**config.mk**
```make
export PLATFORM = sky130hd
export DESIGN_NAME = eth_rx_frame_filter
export DESIGN_NICKNAME = d
export VERILOG_FILES = /design/src/rtl/eth_rx_frame_filter.sv
export SDC_FILE = /design/constraint.sdc
export NUM_CORES = 1
export LEC_CHECK = 0
export CAP_MARGIN = 20
export CORE_MARGIN = 5
export CORE_UTILIZATION = 51
export DETAILED_ROUTE_END_ITERATION = 12
export MAX_ROUTING_LAYER = met4
export PLACE_DENSITY_LB_ADDON = 0.2
export SKIP_LAST_GASP = 1
export SYNTH_ARGS = -nofsm -noshare
export SYNTH_HDL_FRONTEND = slang
export SYNTH_SLANG_ARGS = --single-unit
```
**constraint.sdc**
```tcl
create_clock -name clk -period 2.35 [get_ports clk]
set_clock_uncertainty 0.2 [all_clocks]
set_input_delay 0.3525 -clock clk [delete_from_list [all_inputs] [get_ports clk]]
set_output_delay 0.3525 -clock clk [all_outputs]
set_load 0.01 [all_outputs]
```
**src/rtl/eth_rx_frame_filter.sv**
```systemverilog
// eth_rx_frame_filter
//   Ethernet RX header filter on the MAC nibble stream (eth_tx_clk_i domain).
//   Input nibbles arrive low nibble first, with preamble and CRC already removed.
//   The 14-byte header (28 nibbles) is checked and stripped. Payload nibbles of
//   accepted frames are forwarded with exactly one clock of latency. Mismatching
//   frames and runts are dropped silently and counted.
//
//   Optional feature: define ETH_RX_MAC_FILTER_EN to also check the destination
//   MAC (station address or broadcast). Without it, any destination is accepted.
//
// Ports
//   clk        stream clock (eth_tx_clk_i)
//   rst        asynchronous, active-high reset
//   i_vld      input nibble valid, no backpressure
//   i_eof      last nibble of frame, sampled with i_vld only
//   i_dat      input nibble
//   o_vld      payload nibble valid
//   o_eof      last payload nibble of an accepted frame
//   o_dat      payload nibble
//   frame_cnt  accepted frames, saturating
//   drop_cnt   dropped frames (mismatch or runt), saturating
//
// state   | meaning
// --------+-----------------------------------------------------------
// HDR     | counting/checking header nibbles 0..27
// PAYLOAD | header accepted, forwarding nibbles until eof
// DISCARD | header rejected, swallowing nibbles until eof

module eth_rx_frame_filter #(
    parameter logic [15:0] ETHERTYPE = 16'h88B5,
    parameter logic [47:0] MAC_ADDR  = 48'h02_00_00_00_00_01,
    parameter int          CNT_W     = 16
) (
    input  logic             clk,
    input  logic             rst,
    input  logic             i_vld,
    input  logic             i_eof,
    input  logic [3:0]       i_dat,
    output logic             o_vld,
    output logic             o_eof,
    output logic [3:0]       o_dat,
    output logic [CNT_W-1:0] frame_cnt,
    output logic [CNT_W-1:0] drop_cnt
);

    typedef enum logic [1:0] {HDR, PAYLOAD, DISCARD} state_t;

    state_t     state, state_nxt;
    logic [4:0] nib_cnt, nib_cnt_nxt;
    logic       mismatch, mismatch_nxt;
    logic [3:0] et_exp;
    logic       et_bad_now;
    logic       hdr_ok;
    logic       pay_vld;
    logic       inc_frame, inc_drop;

    // EtherType travels MSB byte first, each byte low nibble first.
    always_comb begin
        et_exp = 4'h0;
        case (nib_cnt)
            5'd24:   et_exp = ETHERTYPE[11:8];
            5'd25:   et_exp = ETHERTYPE[15:12];
            5'd26:   et_exp = ETHERTYPE[3:0];
            5'd27:   et_exp = ETHERTYPE[7:4];
            default: et_exp = 4'h0;
        endcase
    end

    assign et_bad_now = (nib_cnt >= 5'd24) && (i_dat != et_exp);

`ifdef ETH_RX_MAC_FILTER_EN
    // Station-address and broadcast matches are tracked separately so that
    // either one can satisfy the destination check.
    logic       mac_mis, mac_mis_nxt;
    logic       not_bcast, not_bcast_nxt;
    logic [7:0] mac_byte;
    logic [3:0] mac_exp;
    logic       mac_chk, mac_bad_now, bc_bad_now;

    always_comb begin
        mac_byte = 8'h00;
        case (nib_cnt[4:1])
            4'd0:    mac_byte = MAC_ADDR[47:40];
            4'd1:    mac_byte = MAC_ADDR[39:32];
            4'd2:    mac_byte = MAC_ADDR[31:24];
            4'd3:    mac_byte = MAC_ADDR[23:16];
            4'd4:    mac_byte = MAC_ADDR[15:8];
            4'd5:    mac_byte = MAC_ADDR[7:0];
            default: mac_byte = 8'h00;
        endcase
    end

    assign mac_exp     = nib_cnt[0] ? mac_byte[7:4] : mac_byte[3:0];
    assign mac_chk     = (nib_cnt < 5'd12);
    assign mac_bad_now = mac_chk && (i_dat != mac_exp);
    assign bc_bad_now  = mac_chk && (i_dat != 4'hF);
    assign hdr_ok      = !(mismatch || et_bad_now) &&
                         (!(mac_mis || mac_bad_now) || !(not_bcast || bc_bad_now));
`else
    logic unused_mac;
    assign unused_mac = ^MAC_ADDR;
    assign hdr_ok     = !(mismatch || et_bad_now);
`endif

    always_comb begin
        state_nxt    = state;
        nib_cnt_nxt  = nib_cnt;
        mismatch_nxt = mismatch;
`ifdef ETH_RX_MAC_FILTER_EN
        mac_mis_nxt   = mac_mis;
        not_bcast_nxt = not_bcast;
`endif
        pay_vld   = 1'b0;
        inc_frame = 1'b0;
        inc_drop  = 1'b0;
        if (i_vld) begin
            case (state)
                HDR: begin
                    nib_cnt_nxt  = nib_cnt + 5'd1;
                    mismatch_nxt = mismatch | et_bad_now;
`ifdef ETH_RX_MAC_FILTER_EN
                    mac_mis_nxt   = mac_mis | mac_bad_now;
                    not_bcast_nxt = not_bcast | bc_bad_now;
`endif
                    // eof anywhere in the header, including nibble 27, is a runt
                    if (i_eof || nib_cnt == 5'd27) begin
                        nib_cnt_nxt  = 5'd0;
                        mismatch_nxt = 1'b0;
`ifdef ETH_RX_MAC_FILTER_EN
                        mac_mis_nxt   = 1'b0;
                        not_bcast_nxt = 1'b0;
`endif
                        if (i_eof)
                            inc_drop = 1'b1;
                        else
                            state_nxt = hdr_ok ? PAYLOAD : DISCARD;
                    end
                end
                PAYLOAD: begin
                    pay_vld = 1'b1;
                    if (i_eof) begin
                        inc_frame = 1'b1;
                        state_nxt = HDR;
                    end
                end
                DISCARD: begin
                    if (i_eof) begin
                        inc_drop  = 1'b1;
                        state_nxt = HDR;
                    end
                end
                default: state_nxt = HDR;
            endcase
        end
    end

    always_ff @(posedge clk or posedge rst) begin
        if (rst) begin
            state     <= HDR;
            nib_cnt   <= 5'd0;
            mismatch  <= 1'b0;
            o_vld     <= 1'b0;
            o_eof     <= 1'b0;
            o_dat     <= 4'h0;
            frame_cnt <= '0;
            drop_cnt  <= '0;
        end else begin
            state    <= state_nxt;
            nib_cnt  <= nib_cnt_nxt;
            mismatch <= mismatch_nxt;
            o_vld    <= pay_vld;
            o_eof    <= pay_vld & i_eof;
            o_dat    <= pay_vld ? i_dat : 4'h0;
            if (inc_frame && frame_cnt != '1)
                frame_cnt <= frame_cnt + 1'b1;
            if (inc_drop && drop_cnt != '1)
                drop_cnt <= drop_cnt + 1'b1;
        end
    end

`ifdef ETH_RX_MAC_FILTER_EN
    always_ff @(posedge clk or posedge rst) begin
        if (rst) begin
            mac_mis   <= 1'b0;
            not_bcast <= 1'b0;
        end else begin
            mac_mis   <= mac_mis_nxt;
            not_bcast <= not_bcast_nxt;
        end
    end
`endif

endmodule

```
==> metrics <==
count of different cell masters after synthesis 42; ys async rst share 100.0%; maximum VDD drop 0.0003024 V; Post-CTS Hold Buffers 0; status finished clean; Area Growth Syn to Fin 27.79%; Yosys warning count 0; reg2reg end state[1]; Via Count 1,770; Post-Syn Area 2323 sq um; Slew Limit Fails 0; hpwl dp 3288 microns; fin crit period 1.984 ns; arrival time worst endpoint 2.00 ns; cts bufs inserted 5; clock root buffer master clkbuf_8; All-Layer GR Usage 16.05%; unrepaired setup endpoints after global routing false; NumNets Final 285; Clock Latency Late Sink 0.30 ns; Startpoint Class flop; Starting Density 53.00%; proportion of layout cells with a drive suffix above 1 11.15%; top post-synthesis cells by count dfrtp_1, xnor2_1, nand3_1; detailed-route vias per instance 5.514; Cell Rows 24; TritonCTS clock tree done; Setup Viol. Count Final 0; Fillers 356; share of the synthesized area in the top cell type 49.54%; setup bufs post-CTS 0; Inst Count DP 313; Post-Syn Nets 231; ANT nets after route 0; #FFs+latches synth 46; number of flops mapped to enable cells by yosys 0; register area share after synthesis 49.54%; vias in the first global route 1,731; largest net degree at the start of global routing 47; Die Ht 77.50 microns; final cell count without fillers 321; Final period util 84.41%; reg2reg path depth 4; leak pwr 1.278 nW; CP endpoint kind flop; antenna violations before repair 0; global-route wire length before repair 7741 microns; Reg clk slew, reported paths 0.09 ns; post-CTS sizing 0; largest buffer count on any clock path 2; Core Region 4384 sq um; reg-to-reg setup timing slack 0.37 ns; Max FO, Critical Path 8; largest area contributor in the netlist dfrtp_1; Die Width 77.50 microns; max cap viols 0; DRC 0; CTS sink cnt 46; FF-to-FF Start nib_cnt[0]; total grt overflow 0; Slew HR 62.72%; H-tree levels 2; synth top area cells dfrtp_1, xnor2_1, ha_1; Fin Setup TNS 0 ns; measured slew at the worst slew-check pin 0.5591 ns; worst min-delay path category in -> async; Post-Synthesis Cells 214; crit path kind reg -> reg; Most used DFF post-synth dfrtp_1; number of I/O port buffers 45; DRT iter0 DRCs 92; final hold vios 0; P per Cell Area 605.6 nW/um^2; die footprint 6005 sq um; most common cell in the netlist dfrtp_1; fmax 504.1 MHz; drt wl/cell 13.60 microns; WL final 4366 microns; # IOs 46; GPL Wtd Cong 0.7933; drt pass-1 iters 6; worst path required time 2.37 ns; antenna cell count 0; Post-Syn Area per Cell 10.86 sq um
==> worst max-delay path, stage by stage (launching register included) <==
cell,delay [ns]
dfrtp_1,0.44
ha_1,0.35
nand4b_2,0.24
or4_1,0.51
o21ai_0,0.16
==> cell type report <==
class	count	area [sq um]	area share (%)
multi-input cells	155	1110	37.38
flip-flops and latches	46	1151	38.77
inverters	9	33.78	1.138
clock inverters	3	45.04	1.517
well taps	52	65.06	2.191
clock buffers	5	68.82	2.318
repair buffers	51	495.5	16.69
==> how the worst max path moves through the flow <==
stage	slack, ns	to	from	cells past startpoint
floorplan	0.50	frame_cnt[1]	frame_cnt[0]	5
detailed placement	0.19	drop_cnt[5]	i_eof	6
finish	0.37	state[1]	nib_cnt[0]	4
CTS	0.35	state[1]	nib_cnt[0]	4
global route	0.20	state[1]	nib_cnt[0]	6
global placement	0.24	frame_cnt[15]	i_vld	7
==> metal layers <==
| metal | track usage, % | share of wire, % |
|---|---|---|
| met1 | 20.46 | 47 |
| met2 | 25.17 | 47 |
| met3 | 3.704 | 5.3 |
| met4 | 5.670 | 1.6 |
| met5 | - | 0 |
==> registers in the layout (all words and copies together) (netlist names) <==
name and count:
drop_cnt 16, frame_cnt 16, nib_cnt 5, o_dat 4
state 2, mismatch 1, o_eof 1, o_vld 1
==> cells in the final DEF (no fill, tap or decap), types with 8 or more instances in the layout <==
cell type        instances
o21ai_0                 11
nand3_1                 20
nand2_1                 19
nand4_1                 10
clkdlybuf4s50_1         45
nor2_1                   9
xnor2_1                 26
and3_1                   8
inv_1                    8
ha_1                     9
dfrtp_1                 46
==> logic make-up (layout without fill, tap and decap cells) <==
family	count (synthesis)	in the layout	synth area share, %
mux	2	2	0.9692
flops	46	46	49.54
compound gates	23	23	7.324
buf+inv	13	68	2.693
xor+xnor	30	30	11.31
fa+ha+maj	9	9	4.847
simple gates	91	91	23.32
==> report_power, final <==
group / leakage, nW / total [W] / internal [W] / switching [W]
clock: 0.0504 / 0.000590 / 0.000316 / 0.000274
sequential: 0.626 / 0.000923 / 0.000845 / 0.0000772
combinational: 0.602 / 0.000285 / 0.000158 / 0.000127
total: 1.28 / 0.00180 / 0.00132 / 0.000478
==> metrics by stage <==
step	worst slack (ns)	instance area, sq um	total power (W)	utilization [%]	hold WS, ns
after detailed placement	0.1926	2855	0.001232	65.13	0.2898
final	0.3663	2969	0.001798	67.72	0.2926
after floorplan	0.5045	2323	0.001072	-	0.2727
after global placement	0.2396	2855	0.001218	65.13	0.2803
after CTS	0.3530	2969	0.001820	67.72	0.3027
after global routing	0.2049	2969	0.001883	67.72	0.3251
No activity file was read; power rests on OpenSTA's default activity.
